<file path="config.mk">
export PLATFORM = sky130hd
export DESIGN_NAME = fetch_stage
export DESIGN_NICKNAME = d
export VERILOG_FILES = /design/src/rtl/fetch_stage_pkg.sv /design/src/rtl/fetch_stage_ifid.sv /design/src/rtl/fetch_stage.sv
export SDC_FILE = /design/constraint.sdc
export NUM_CORES = 1
export LEC_CHECK = 0
export CAP_MARGIN = 5
export CORE_ASPECT_RATIO = 0.6
export CORE_MARGIN = 2
export CORE_UTILIZATION = 45
export CTS_CLUSTER_DIAMETER = 80
export DETAILED_ROUTE_END_ITERATION = 10
export PLACE_DENSITY = 0.81
export SLEW_MARGIN = 25
export SYNTH_ARGS = -nofsm -noshare
export SYNTH_HDL_FRONTEND = slang
export SYNTH_HIERARCHICAL = 1
export SYNTH_SLANG_ARGS = --single-unit
export TNS_END_PERCENT = 5
</file>
<file path="constraint.sdc">
create_clock -name clk -period 2.7 [get_ports clk]
set_input_delay 0.54 -clock clk [delete_from_list [all_inputs] [get_ports clk]]
set_output_delay 0.54 -clock clk [all_outputs]
set_load 0.01 [all_outputs]
</file>
<file path="src/rtl/fetch_stage_pkg.sv">
// Shared pipeline definitions for the fetch stage: word type, reset PC,
// sequential step, NOP encoding and small datapath helpers (2:1 mux, adder,
// word alignment) reused by the PC logic.
package fetch_stage_pkg;

  typedef logic [31:0] word_t;

  localparam word_t RESET_PC_C  = 32'h0000_0000;
  localparam word_t PC_STEP_C   = 32'd4;
  localparam word_t NOP_INSTR_C = 32'h0000_0000;

  // 2:1 word mux: returns b when sel is high, a otherwise.
  function automatic word_t word_mux2(input logic sel, input word_t a, input word_t b);
    return sel ? b : a;
  endfunction

  // Word adder, result wraps modulo 2^32 with no carry out.
  function automatic word_t word_add(input word_t a, input word_t b);
    return a + b;
  endfunction

  // Force a byte address onto a 4-byte boundary.
  function automatic word_t word_align(input word_t a);
    return {a[31:2], 2'b00};
  endfunction

endpackage

</file>
<file path="src/rtl/fetch_stage_ifid.sv">
// IF/ID pipeline register. Flush has priority over load; when neither is
// asserted the contents hold. Flush and reset both leave a bubble
// (NOP instruction, zero PC+4, valid low).
module fetch_stage_ifid
  import fetch_stage_pkg::*;
#(
  parameter word_t NOP_INSTR = NOP_INSTR_C
) (
  input  logic        clk,
  input  logic        reset,
  input  logic        flush,
  input  logic        load,
  input  logic [31:0] next_instr,
  input  logic [31:0] next_pc_plus4,
  output logic [31:0] instr,
  output logic [31:0] pc_plus4,
  output logic        valid
);

  // Flush inserts a bubble, load captures the fetched word, otherwise hold.
  always_ff @(posedge clk or posedge reset) begin
    if (reset) begin
      instr    <= NOP_INSTR;
      pc_plus4 <= '0;
      valid    <= 1'b0;
    end else if (flush) begin
      instr    <= NOP_INSTR;
      pc_plus4 <= '0;
      valid    <= 1'b0;
    end else if (load) begin
      instr    <= next_instr;
      pc_plus4 <= next_pc_plus4;
      valid    <= 1'b1;
    end
  end

endmodule

</file>
<file path="src/rtl/fetch_stage.sv">
// Instruction fetch stage with IF/ID register.
// Holds the PC, drives imem_addr combinationally (zero-latency memory) and
// latches the fetched word plus PC+PC_STEP into IF/ID.
// Control semantics: stall holds both PC and IF/ID; branch_taken redirects
// the PC to the word-aligned target and flushes IF/ID, overriding stall.
// Optional macro FETCH_PERF_CNT_EN adds saturating stall/flush counters.
module fetch_stage
  import fetch_stage_pkg::*;
#(
  parameter word_t RESET_PC  = RESET_PC_C,
  parameter word_t PC_STEP   = PC_STEP_C,
  parameter word_t NOP_INSTR = NOP_INSTR_C
) (
  input  logic        clk,
  input  logic        reset,
  input  logic        stall,
  input  logic        branch_taken,
  input  logic [31:0] branch_target,
  output logic [31:0] imem_addr,
  input  logic [31:0] imem_data,
  output logic [31:0] pc,
  output logic [31:0] ifid_instr,
  output logic [31:0] ifid_pc_plus4,
  output logic        ifid_valid
`ifdef FETCH_PERF_CNT_EN
  ,
  output logic [31:0] stall_cycles,
  output logic [31:0] flush_count
`endif
);

  word_t pc_seq;
  word_t pc_hold_or_seq;
  word_t pc_next;
  logic  ifid_load;

  // Next-PC selection: branch redirect over stall hold over sequential step.
  always_comb begin
    pc_seq         = word_add(pc, PC_STEP);
    pc_hold_or_seq = word_mux2(stall, pc_seq, pc);
    pc_next        = word_mux2(branch_taken, pc_hold_or_seq, word_align(branch_target));
    ifid_load      = ~stall;
  end

  assign imem_addr = pc;

  // Program counter register.
  always_ff @(posedge clk or posedge reset) begin
    if (reset) begin
      pc <= RESET_PC;
    end else begin
      pc <= pc_next;
    end
  end

  fetch_stage_ifid #(
    .NOP_INSTR (NOP_INSTR)
  ) u_ifid (
    .clk           (clk),
    .reset         (reset),
    .flush         (branch_taken),
    .load          (ifid_load),
    .next_instr    (imem_data),
    .next_pc_plus4 (pc_seq),
    .instr         (ifid_instr),
    .pc_plus4      (ifid_pc_plus4),
    .valid         (ifid_valid)
  );

`ifdef FETCH_PERF_CNT_EN
  // Saturating counters: stall cycles that were not overridden by a branch,
  // and taken-branch flushes.
  always_ff @(posedge clk or posedge reset) begin
    if (reset) begin
      stall_cycles <= '0;
      flush_count  <= '0;
    end else begin
      if (stall && !branch_taken && (stall_cycles != 32'hFFFF_FFFF)) begin
        stall_cycles <= stall_cycles + 32'd1;
      end
      if (branch_taken && (flush_count != 32'hFFFF_FFFF)) begin
        flush_count <= flush_count + 32'd1;
      end
    end
  end
`endif

endmodule

</file>
==> impl_metrics.toml, run 1 <==
[clock_network]
clk_pin_slew_worst_paths_ns = 0.07
root_buffer = "clkbuf_16"
cts_tree = "done"
cts_setup_buffers = 0
cts_buffer_depth = 2
hold_buffers = 0
cts_resized = 0
cts_inserted_buffers = 9
cts_sinks = 95
clk_latency_ns = 0.34
htree_levels = 3

[cells_and_area]
area_growth_pct = 40.98
drive_gt1_frac = 0.06034
layout.nets = 760
diodes = 0
fin_cells = 856

[placement]
hpwl_mm = 10.59
dp.cells = 840
globalplace.congestion = 0.9187
portBuffers = 190

[drt]
drt_wl_total_mm = 14.38
drt-met1-wl_mm = 6.244
wl_per_cell_microns = 16.80
postRouteAntennaNets = 0
vias = 4550
drc = 0
routed-wl-met2_mm = 6.438
drtIter0Drc = 329
routed.top_layer = "met4"
dr.pass1.iters = 5
via_per_inst = 5.315
dr_wl_met3_mm = 1.487

[global_routing]
grt_pass1_vias = 4364
grt_max_degree = 66
track_usage = 0.2312
antenna_found_initial = 0
gr-total-overflow = 0
grt_first_pass_wirelength_mm = 22.42

[synthesis]
yosys.area_share.xor_xnor = 0.07066
ys_async_sr_fraction = 1.000
synth-simple-area-share = 0.1954
synth_compound_gate_area_share = 0.04518
yosysMostFrequentCell = "dfrtp_1"
synth.distinct_cells = 45
yosys.area.top_type = "dfrtp_1"
synthAdderAreaFrac = 0.002403
ys.flop_type = "dfrtp_1"
seq_area_frac_synth = 0.4566
synth_top_area_share = 0.4566
ys_seq_elements = 95
syn_area_sq_mm = 0.005206
yosysWarnings = 6
syn_area_per_cell_sq_um = 9.677
synth_area_leaders = "dfrtp_1 46%, mux2i_1 13%, nor2_1 6.3%"
synth_top_family_by_area = "simple AND/OR/NAND/NOR gates"
ys_top_cells_by_count = "95 x dfrtp_1, 88 x nor2_1, 66 x mux2i_1, 37 x nand2_1, 36 x buf_4"
synth-edff-count = 0
synth_cells = 538
synth.mux.area_fraction = 0.1269

[floorplanning]
die_area_sq_mm = 0.01247
start_util = 0.4608
core-area_sq_mm = 0.01130
core.rowCount = 30
die_y_microns = 87.32
ioPinCount = 197
fp.dieW_microns = 142.9

[timing]
final_max_slew_viol_count = 0
setup_viol = 0
max-slew-margin-rel = 0.5126
fin_skew_ns = 0.009619
min_period_ns = 2.362
rsz0062_at_grt = "false"
post-route-period-util = 0.8749
hold_viol = 0
fin_setup_tns_ns = 0
tightest_slew_ns = 0.7301
fmax_ghz = 0.4233

[setup_path]
max_stage_delay_ns = 0.46
crit_slowest_cell = "nand4_1"
cp_cell_sequence = "ha_1 -> nand4_1 -> nor4_2 -> buf_4 -> nand2_1 -> xnor2_1 -> mux2i_1 -> nor2_1"
arrival_ns = 2.56
crit_type = "reg -> reg"
startpoint_type = "flop"
critPathCaptureType = "flop"
cp-startpoint = "imem_addr[3]"
crit_fanout = 9
cp.required_ns = 2.90
reg2reg_from = "imem_addr[3]"

[power_and_ir_drop]
p_per_area_mw_per_mm2 = 538.1
peakVddDrop_mv = 0.3225
power_leakage_nw = 3.201

[worst_hold_path]
hp-class = "reg -> reg"
worstHoldStart = "u_ifid/valid"

[outcome]
status = "completed"

[flow_run]
maxCapViolations = 0
-- stage by stage --
| step | total power [W] | setup WS, ns | hold WS (ns) | instance area (sq um) | util |
|---|---|---|---|---|---|
| finish | 0.003949 | 0.3378 | 0.5022 | 7340 | 0.6496 |
| global placement | 0.002548 | 0.2542 | 0.4748 | 7007 | 0.6202 |
| CTS | 0.003978 | 0.3757 | 0.5102 | 7340 | 0.6496 |
| global route | 0.004113 | 0.1712 | 0.5247 | 7340 | 0.6496 |
| floorplan | 0.002135 | 0.5335 | 0.5235 | 5225 | - |
| detailed placement | 0.002571 | 0.2203 | 0.4939 | 7007 | 0.6202 |
-- power by group --
group          total, W  internal, W  switching (W)
clock network   0.00140     0.000842       0.000561
logic          0.000880     0.000494       0.000386
registers       0.00167      0.00153       0.000139
-- layout by cell type, fill, tap and decap left out, types with 2 or more instances in the layout --
cell	netlist	routed
nor3_1	10	10
o21ai_0	15	15
dfrtp_1	95	95
nand2b_1	2	2
bufinv_16	0	2
and4_1	2	2
a31oi_1	6	6
a21o_1	4	4
nand2_1	37	37
mux2i_1	66	66
or4_1	3	3
o211ai_1	2	2
and2_1	3	3
clkinv_4	0	3
clkbuf_16	0	9
xor2_1	9	9
clkdlybuf4s50_1	0	189
and3_1	3	3
inv_1	14	12
buf_12	0	2
conb_1	1	6
nand4_1	19	19
nor2b_1	2	2
nand3_1	24	24
nor2_1	88	88
buf_4	36	17
nor4_1	6	6
a311o_1	3	3
xnor2_1	33	33
o311ai_0	2	2
or3_1	4	4
-- final timing paths --
| check | end | slack, ns | cells past startpoint |
|---|---|---|---|
| min in group asynchronous | imem_addr[3] | 0.68 | 3 |
| hold / removal | u_ifid/valid | 0.50 | 2 |
| setup / recovery | u_ifid/pc_plus4[28] | 0.34 | 8 |
| setup reg to reg | u_ifid/pc_plus4[28] | 0.34 | 8 |
| hold reg to reg | u_ifid/valid | 0.50 | 2 |
| max in group asynchronous | u_ifid/pc_plus4[8] | 1.35 | 3 |
-- registers in the layout, indices dropped and copies added (netlist names) --
signal and count:
u_ifid/instr 32, imem_addr 30, u_ifid/valid 1, u_ifid/pc_plus4 32
-- cell families (layout without fill, tap and decap cells) --
logic type / Yosys count / count (layout)
AO/OA/AOI/OAI: 36 / 36
XOR/XNOR: 42 / 42
adder cells (fa/ha/maj): 1 / 1
buffers and inverters: 85 / 238
flip-flops: 95 / 95
multiplexers: 66 / 66
other: 1 / 6
AND/OR/NAND/NOR: 212 / 212
-- worst max-delay path: cells and delay by family, from the launching register on --
family / cells / cell delay, ns
buffers and inverters: 1 / 0.20
and+or+nand+nor: 4 / 1.00
adders and majority gates: 1 / 0.27
xor gates and xnor gates: 1 / 0.15
DFF: 1 / 0.45
muxes: 1 / 0.15
-- per-layer routing --
layer  GRT usage  vias to the layer above
met4     0.05401                        0
met1      0.3169                     2209
li1            -                     2095
met3     0.08081                       24
met2      0.3545                      222
met5           0                        -
-- area by class of cell --
cell class                      count  area [sq um]
Clock buffer                       10         239.0
Multi-Input combinational cell    363          2316
Tap cell                          160         200.2
Timing Repair Buffer              208          2059
Sequential cell                    95          2377
Fill cell                         887          3959
Clock inverter                      6         93.84
Inverter                           14         53.80
Power figures use the tool's default switching activity.
==> run 2: changes to the inputs <==
--- a/config.mk
+++ b/config.mk
@@ -5,13 +5,14 @@
 export SDC_FILE = /design/constraint.sdc
 export NUM_CORES = 1
 export LEC_CHECK = 0
+export ABC_AREA = 1
 export CAP_MARGIN = 5
 export CORE_ASPECT_RATIO = 0.6
 export CORE_MARGIN = 2
 export CORE_UTILIZATION = 45
 export CTS_CLUSTER_DIAMETER = 80
 export DETAILED_ROUTE_END_ITERATION = 10
-export PLACE_DENSITY = 0.81
+export PLACE_DENSITY = 0.87
 export SLEW_MARGIN = 25
 export SYNTH_ARGS = -nofsm -noshare
 export SYNTH_HDL_FRONTEND = slang
==> run 2 against run 1 <==
Net effect:
- clock skew shrank 0.0038 ns
- combinational power shrank 0.8%
- non-clock buffer count shrank 5
- flip-flop and latch count is the same
- maximum frequency grew 19%
==> impl_metrics.toml, run 2 <==
[setup_path]
cp.required_ns = 2.16
crit_fanout = 6
reg2reg_slack_ns = 0.81
reg2reg_from = "imem_addr[2]"
crit_slowest_cell = "clkdlybuf4s50_1"
r2r_cells = 10
startpoint_type = "flop"
cp-startpoint = "imem_addr[11]"
max_stage_delay_ns = 0.60
critPathCaptureType = "output pin"
crit_type = "reg -> out"
cp_cell_sequence = "clkdlybuf4s50_1"
timing.rr.end = "u_ifid/pc_plus4[22]"
crit_family = "buffers and inverters"
critPathBufInv = 1
arrival_ns = 1.45

[clock_network]
root_buffer = "clkbuf_16"
cts_buffer_depth = 2
cts_sinks = 95
clk_latency_ns = 0.34
htree_levels = 3
cts_tree = "done"
cts_inserted_buffers = 9
clk_pin_slew_worst_paths_ns = 0.07
cts_resized = 0
hold_buffers = 0
cts_setup_buffers = 0

[synthesis]
seq_area_frac_synth = 0.4641
synth_top_family_by_area = "simple AND/OR/NAND/NOR gates"
syn_area_sq_mm = 0.005122
synth_cells = 676
ys_seq_elements = 95
synth-simple-area-share = 0.3427
synth_compound_gate_area_share = 0.03810
ys.flop_type = "dfrtp_1"
syn_area_per_cell_sq_um = 7.578
yosys.area.top_type = "dfrtp_1"
synthAdderAreaFrac = 0.002443
synth.mux.area_fraction = 0
synth_top_area_share = 0.4641
yosysMostFrequentCell = "nand2_1"
ys_async_sr_fraction = 1.000
yosysWarnings = 6
synth_area_leaders = "dfrtp_1 46%, nand2_1 21%, nand3_1 7.9%"
yosys.area_share.xor_xnor = 0.03127
synth-edff-count = 0
synth.distinct_cells = 23
ys_top_cells_by_count = "284 x nand2_1, 95 x dfrtp_1, 81 x nand3_1, 59 x inv_1, 40 x buf_4"

[cells_and_area]
layout.nets = 904
fin_cells = 984
fin_util = 0.6470
area.sequential_sq_mm = 0.002377
mostFrequentLayoutCells = "284 x nand2_1, 190 x clkdlybuf4s50_1, 95 x dfrtp_1, 81 x nand3_1, 57 x inv_1"
final_area_sq_mm = 0.007237
drive_gt1_frac = 0.06667
fill_cells = 974
multi_input_area_sq_mm = 0.002148
area_growth_pct = 41.28
layout_commonest_cell = "nand2_1"
diodes = 0

[floorplanning]
die_area_sq_mm = 0.01228
die_y_microns = 86.65
ioPinCount = 197
start_util = 0.4579
core-area_sq_mm = 0.01119
core.rowCount = 30
fp.dieW_microns = 141.7

[global_routing]
grt_max_degree = 46
grt_pass1_vias = 4600
grt_first_pass_wirelength_mm = 23.54
gr-total-overflow = 0
track_usage = 0.2451
antenna_found_initial = 0

[placement]
globalplace.congestion = 0.9438
dp.cells = 968
dpl_cell_area_sq_mm = 0.006955
portBuffers = 190
hpwl_mm = 10.95

[timing]
post-route-period-util = 0.7380
fmax_ghz = 0.5018
final_max_slew_viol_count = 0
fin_skew_ns = 0.005831
min_period_ns = 1.993
rsz0062_at_grt = "false"
max-slew-margin-rel = 0.4615
hold_viol = 0
tightest_slew_ns = 0.8065
fin_setup_tns_ns = 0
setup_viol = 0
finalHoldWorstSlack_ns = 0.4703

[worst_hold_path]
hold-path-cell-count = 2
hp-class = "reg -> reg"
worstHoldStart = "u_ifid/instr[21]"
min_to = "u_ifid/instr[21]"

[drt]
wl_per_cell_microns = 14.99
vias = 4927
via_per_inst = 5.007
postRouteAntennaNets = 0
drt_wl_total_mm = 14.75
drtIter0Drc = 390
dr.pass1.iters = 5
drc = 0

[power_and_ir_drop]
power_leakage_nw = 3.531
p_switching_w = 0.001087
seqPwrFrac = 0.445
p_per_area_mw_per_mm2 = 515.2
power.internal_w = 0.002641
combPwrFrac = 0.234
clock_power_share = 0.321
peakVddDrop_mv = 0.2908
switching_share = 0.2915

[flow_run]
maxCapViolations = 0

[outcome]
status = "completed"
==> run 2: per-stage QoR <==
stage          power [W]  worst slack (ns)
2_1_floorplan   0.002099            0.5335
4_1_cts         0.003766            0.6938
3_3_place_gp    0.002541            0.4613
5_1_grt         0.003926            0.6160
6_report        0.003728            0.7073
3_5_place_dp    0.002558            0.3839
==> run 2: worst max-delay path by stage <==
| stage | to | slack [ns] | cells past startpoint |
|---|---|---|---|
| floorplan | u_ifid/instr[0] | 0.53 | 1 |
| global placement | imem_addr[28] | 0.46 | 6 |
| detailed placement | imem_addr[19] | 0.38 | 6 |
| CTS | imem_addr[11] | 0.69 | 1 |
| global route | imem_addr[19] | 0.62 | 6 |
| finish | imem_addr[11] | 0.71 | 1 |
==> run 2: per-layer routing <==
layer	routed length (microns)	GRT usage
met2	6236	0.3720
met1	6979	0.3586
met3	1436	0.06188
met5	0	0
met4	102	0.04909
==> run 2: power by group through the flow <==
stage               Combinational [W]  Sequential, W  Clock [W]
detailed placement           0.000873        0.00169          0
CTS                          0.000878        0.00166    0.00123
floorplan                    0.000394        0.00171          0
global route                 0.000951        0.00168    0.00130
finish                       0.000873        0.00166    0.00120
global placement             0.000859        0.00168          0
==> run 2: final cells by class <==
type / instances / area share
clock buffers: 10 / 0.03302
clock inverters: 6 / 0.005878
inverters: 60 / 0.03112
multi-input cells: 466 / 0.2969
flip-flops and latches: 95 / 0.3285
well taps: 144 / 0.02490
repair buffers: 203 / 0.2797
==> run 2: cell families (layout without fill, tap and decap cells) <==
family,after synthesis,count (layout)
buf+inv,120,279
flops,95,95
other cells,1,6
fa+ha+maj,1,1
xor+xnor,14,14
compound gates,29,29
simple gates,416,416
==> run 2: worst reg2reg max path: stages (launching register included) <==
cell and delay [ns]:
dfrtp_1 0.48, ha_1 0.27, nand2_1 0.09, nor2_2 0.17
nand2_2 0.14, nor2_4 0.23, nand2_1 0.10, nand2_1 0.08
nand2_1 0.08, nand3_1 0.08, nand2_1 0.06
==> run 3: changes to the inputs <==
--- a/config.mk
+++ b/config.mk
@@ -9,10 +9,10 @@
 export CAP_MARGIN = 5
 export CORE_ASPECT_RATIO = 0.6
 export CORE_MARGIN = 2
-export CORE_UTILIZATION = 45
+export CORE_UTILIZATION = 40
 export CTS_CLUSTER_DIAMETER = 80
 export DETAILED_ROUTE_END_ITERATION = 10
-export PLACE_DENSITY = 0.87
+export PLACE_DENSITY = 0.82
 export SLEW_MARGIN = 25
 export SYNTH_ARGS = -nofsm -noshare
 export SYNTH_HDL_FRONTEND = slang
==> constraint.sdc (replaced) <==
create_clock -name clk -period 1.6 [get_ports clk]
set_input_delay 0.32 -clock clk [delete_from_list [all_inputs] [get_ports clk]]
set_output_delay 0.32 -clock clk [all_outputs]
set_load 0.01 [all_outputs]
==> run 3 against run 2 <==
Net effect:
- sequential power up 66%
- highest routed layer unchanged
- largest power group unchanged
- power up 80%
- core utilization down 1.3 points
==> impl_metrics.toml, run 3 (synthesis gave the netlist of run 2 again) <==
[timing]
fin_skew_ns = 0.008045
finalHoldWorstSlack_ns = 0.4435
rsz0062_at_grt = "true"
post-route-period-util = 0.9952
final_max_slew_viol_count = 0
fmax_ghz = 0.6280
fin_ws_ns = 0.007655
setup_viol = 0
min_period_ns = 1.592
hold_viol = 0

[setup_path]
cp.required_ns = 1.83
crit_fanout = 3
startpoint_type = "flop"
crit_type = "reg -> reg"
arrival_ns = 1.83
reg2reg_slack_ns = 0.008
critPathCaptureType = "flop"

[clock_network]
cts_inserted_buffers = 9
cts_buffer_depth = 2
htree_levels = 3
clk_pin_slew_worst_paths_ns = 0.07
clk_latency_ns = 0.34
hold_buffers = 0
cts_sinks = 95
cts_tree = "done"
root_buffer = "clkbuf_16"

[cells_and_area]
area_growth_pct = 51.73
layout.nets = 943
area.sequential_sq_mm = 0.002395
drive_gt1_frac = 0.1411
multi_input_area_sq_mm = 0.002232
fill_cells = 1091
layout_commonest_cell = "nand2_1"
mostFrequentLayoutCells = "277 x nand2_1, 101 x clkdlybuf4s50_1, 81 x dfrtp_1, 79 x nand3_1, 60 x dlygate4sd2_1"
diodes = 0

[global_routing]
grt_use_met2 = 0.3744
grt_use_met3 = 0.06020
grt_pass1_vias = 4807
grt_most_used_layer = "met2"
use_met1 = 0.3440
gr-total-overflow = 0
track_usage = 0.2398
grt_max_degree = 49
grt_first_pass_wirelength_mm = 25.72
antenna_found_initial = 0

[floorplanning]
die_area_sq_mm = 0.01376
fp.dieW_microns = 150.1
ioPinCount = 197
start_util = 0.4179
core-area_sq_mm = 0.01226
die_y_microns = 91.66
core.rowCount = 31

[drt]
drc = 0
vias = 5083
postRouteAntennaNets = 0
drtIter0Drc = 327
dr.pass1.iters = 4
drt_wl_total_mm = 16.42
via_per_inst = 4.869
wl_per_cell_microns = 15.73

[flow_run]
maxCapViolations = 0

[power_and_ir_drop]
p_switching_w = 0.001931
combPwrFrac = 0.235
peakVddDrop_mv = 0.5851
power_w = 0.006713
seqPwrFrac = 0.411
p_per_area_mw_per_mm2 = 863.7
switching_share = 0.2876
power.internal_w = 0.004782
clock_power_share = 0.354
power_leakage_nw = 4.337

[placement]
portBuffers = 190
pre_cts_ws_ns = -0.1298
hpwl_mm = 12.25
globalplace.congestion = 0.9169

[worst_hold_path]
hp-class = "in -> async"

[outcome]
status = "completed"
==> run 3: cell count changes in the layout (fill, tap and decap cells not counted), sizes merged <==
cell / change
buf: +39
dlymetal6s2s: +27
clkdlybuf4s50: -89
clkinvlp: -1
inv: -2
bufinv: +2
clkinv: +1
clkdlybuf4s15: +2
dlygate4sd2: +60
==> run 3: final timing paths <==
check | from | end | cells past startpoint
worst max-delay path | imem_addr[12] | u_ifid/pc_plus4[30] | 11
worst min-delay path | reset | imem_addr[26] | 3
worst max register to register | imem_addr[12] | u_ifid/pc_plus4[30] | 11
worst min register to register | u_ifid/pc_plus4[28] | u_ifid/pc_plus4[28] | 2
max in group asynchronous | reset | u_ifid/instr[30] | 3
min in group clk | u_ifid/pc_plus4[28] | u_ifid/pc_plus4[28] | 2
==> run 3: routing by layer <==
metal  share of wire  vias up
met4          0.0077        0
met1            0.46     2402
met2            0.44      222
met5               0        -
li1                -     2449
met3           0.090       10
==> run 3: worst max-delay path, cell delays in order (launching register included) <==
cell	delay [ns]
dfrtp_2	0.36
buf_4	0.14
nand2_2	0.06
buf_4	0.14
nor2_4	0.10
nand2_1	0.11
nor2_4	0.18
nand2_1	0.09
nand2_1	0.08
nand2_1	0.08
nand3_1	0.09
nand2_1	0.05
==> run 3: cell type report <==
type	instances	share of cell area
Clock inverter	6	0.01175
Clock buffer	10	0.03075
Inverter	60	0.02946
Multi-Input combinational cell	466	0.2872
Timing Repair Buffer	242	0.3062
Sequential cell	95	0.3081
Tap cell	165	0.02656
==> run 3: power by group through the flow <==
stage / clock network, W / registers [W] / logic [W]
3_3_place_gp: 0 / 0.00280 / 0.00162
2_1_floorplan: 0 / 0.00288 / 0.000665
3_5_place_dp: 0 / 0.00280 / 0.00165
5_1_grt: 0.00252 / 0.00278 / 0.00172
4_1_cts: 0.00244 / 0.00275 / 0.00156
6_report: 0.00237 / 0.00276 / 0.00158
==> run 3: per-stage QoR <==
stage | cells | cell area [sq um] | TNS [ns] | util
6_report | 1044 | 7772 | 0 | 0.6341
4_1_cts | 1037 | 7561 | 0 | 0.6169
3_5_place_dp | 1018 | 7263 | -6.243 | 0.5926
2_1_floorplan | 681 | 5145 | 0 | -
3_3_place_gp | 1018 | 7263 | -4.346 | 0.5926
5_1_grt | 1044 | 7772 | -0.3492 | 0.6341
==> run 3: repair_timing <==
action,in CTS,in global routing
resized for setup,77,53
pin swaps,0,11
hold endpoints to repair,0,0
gates cloned,0,0
setup buffers,3,7
setup endpoints to repair,67,55
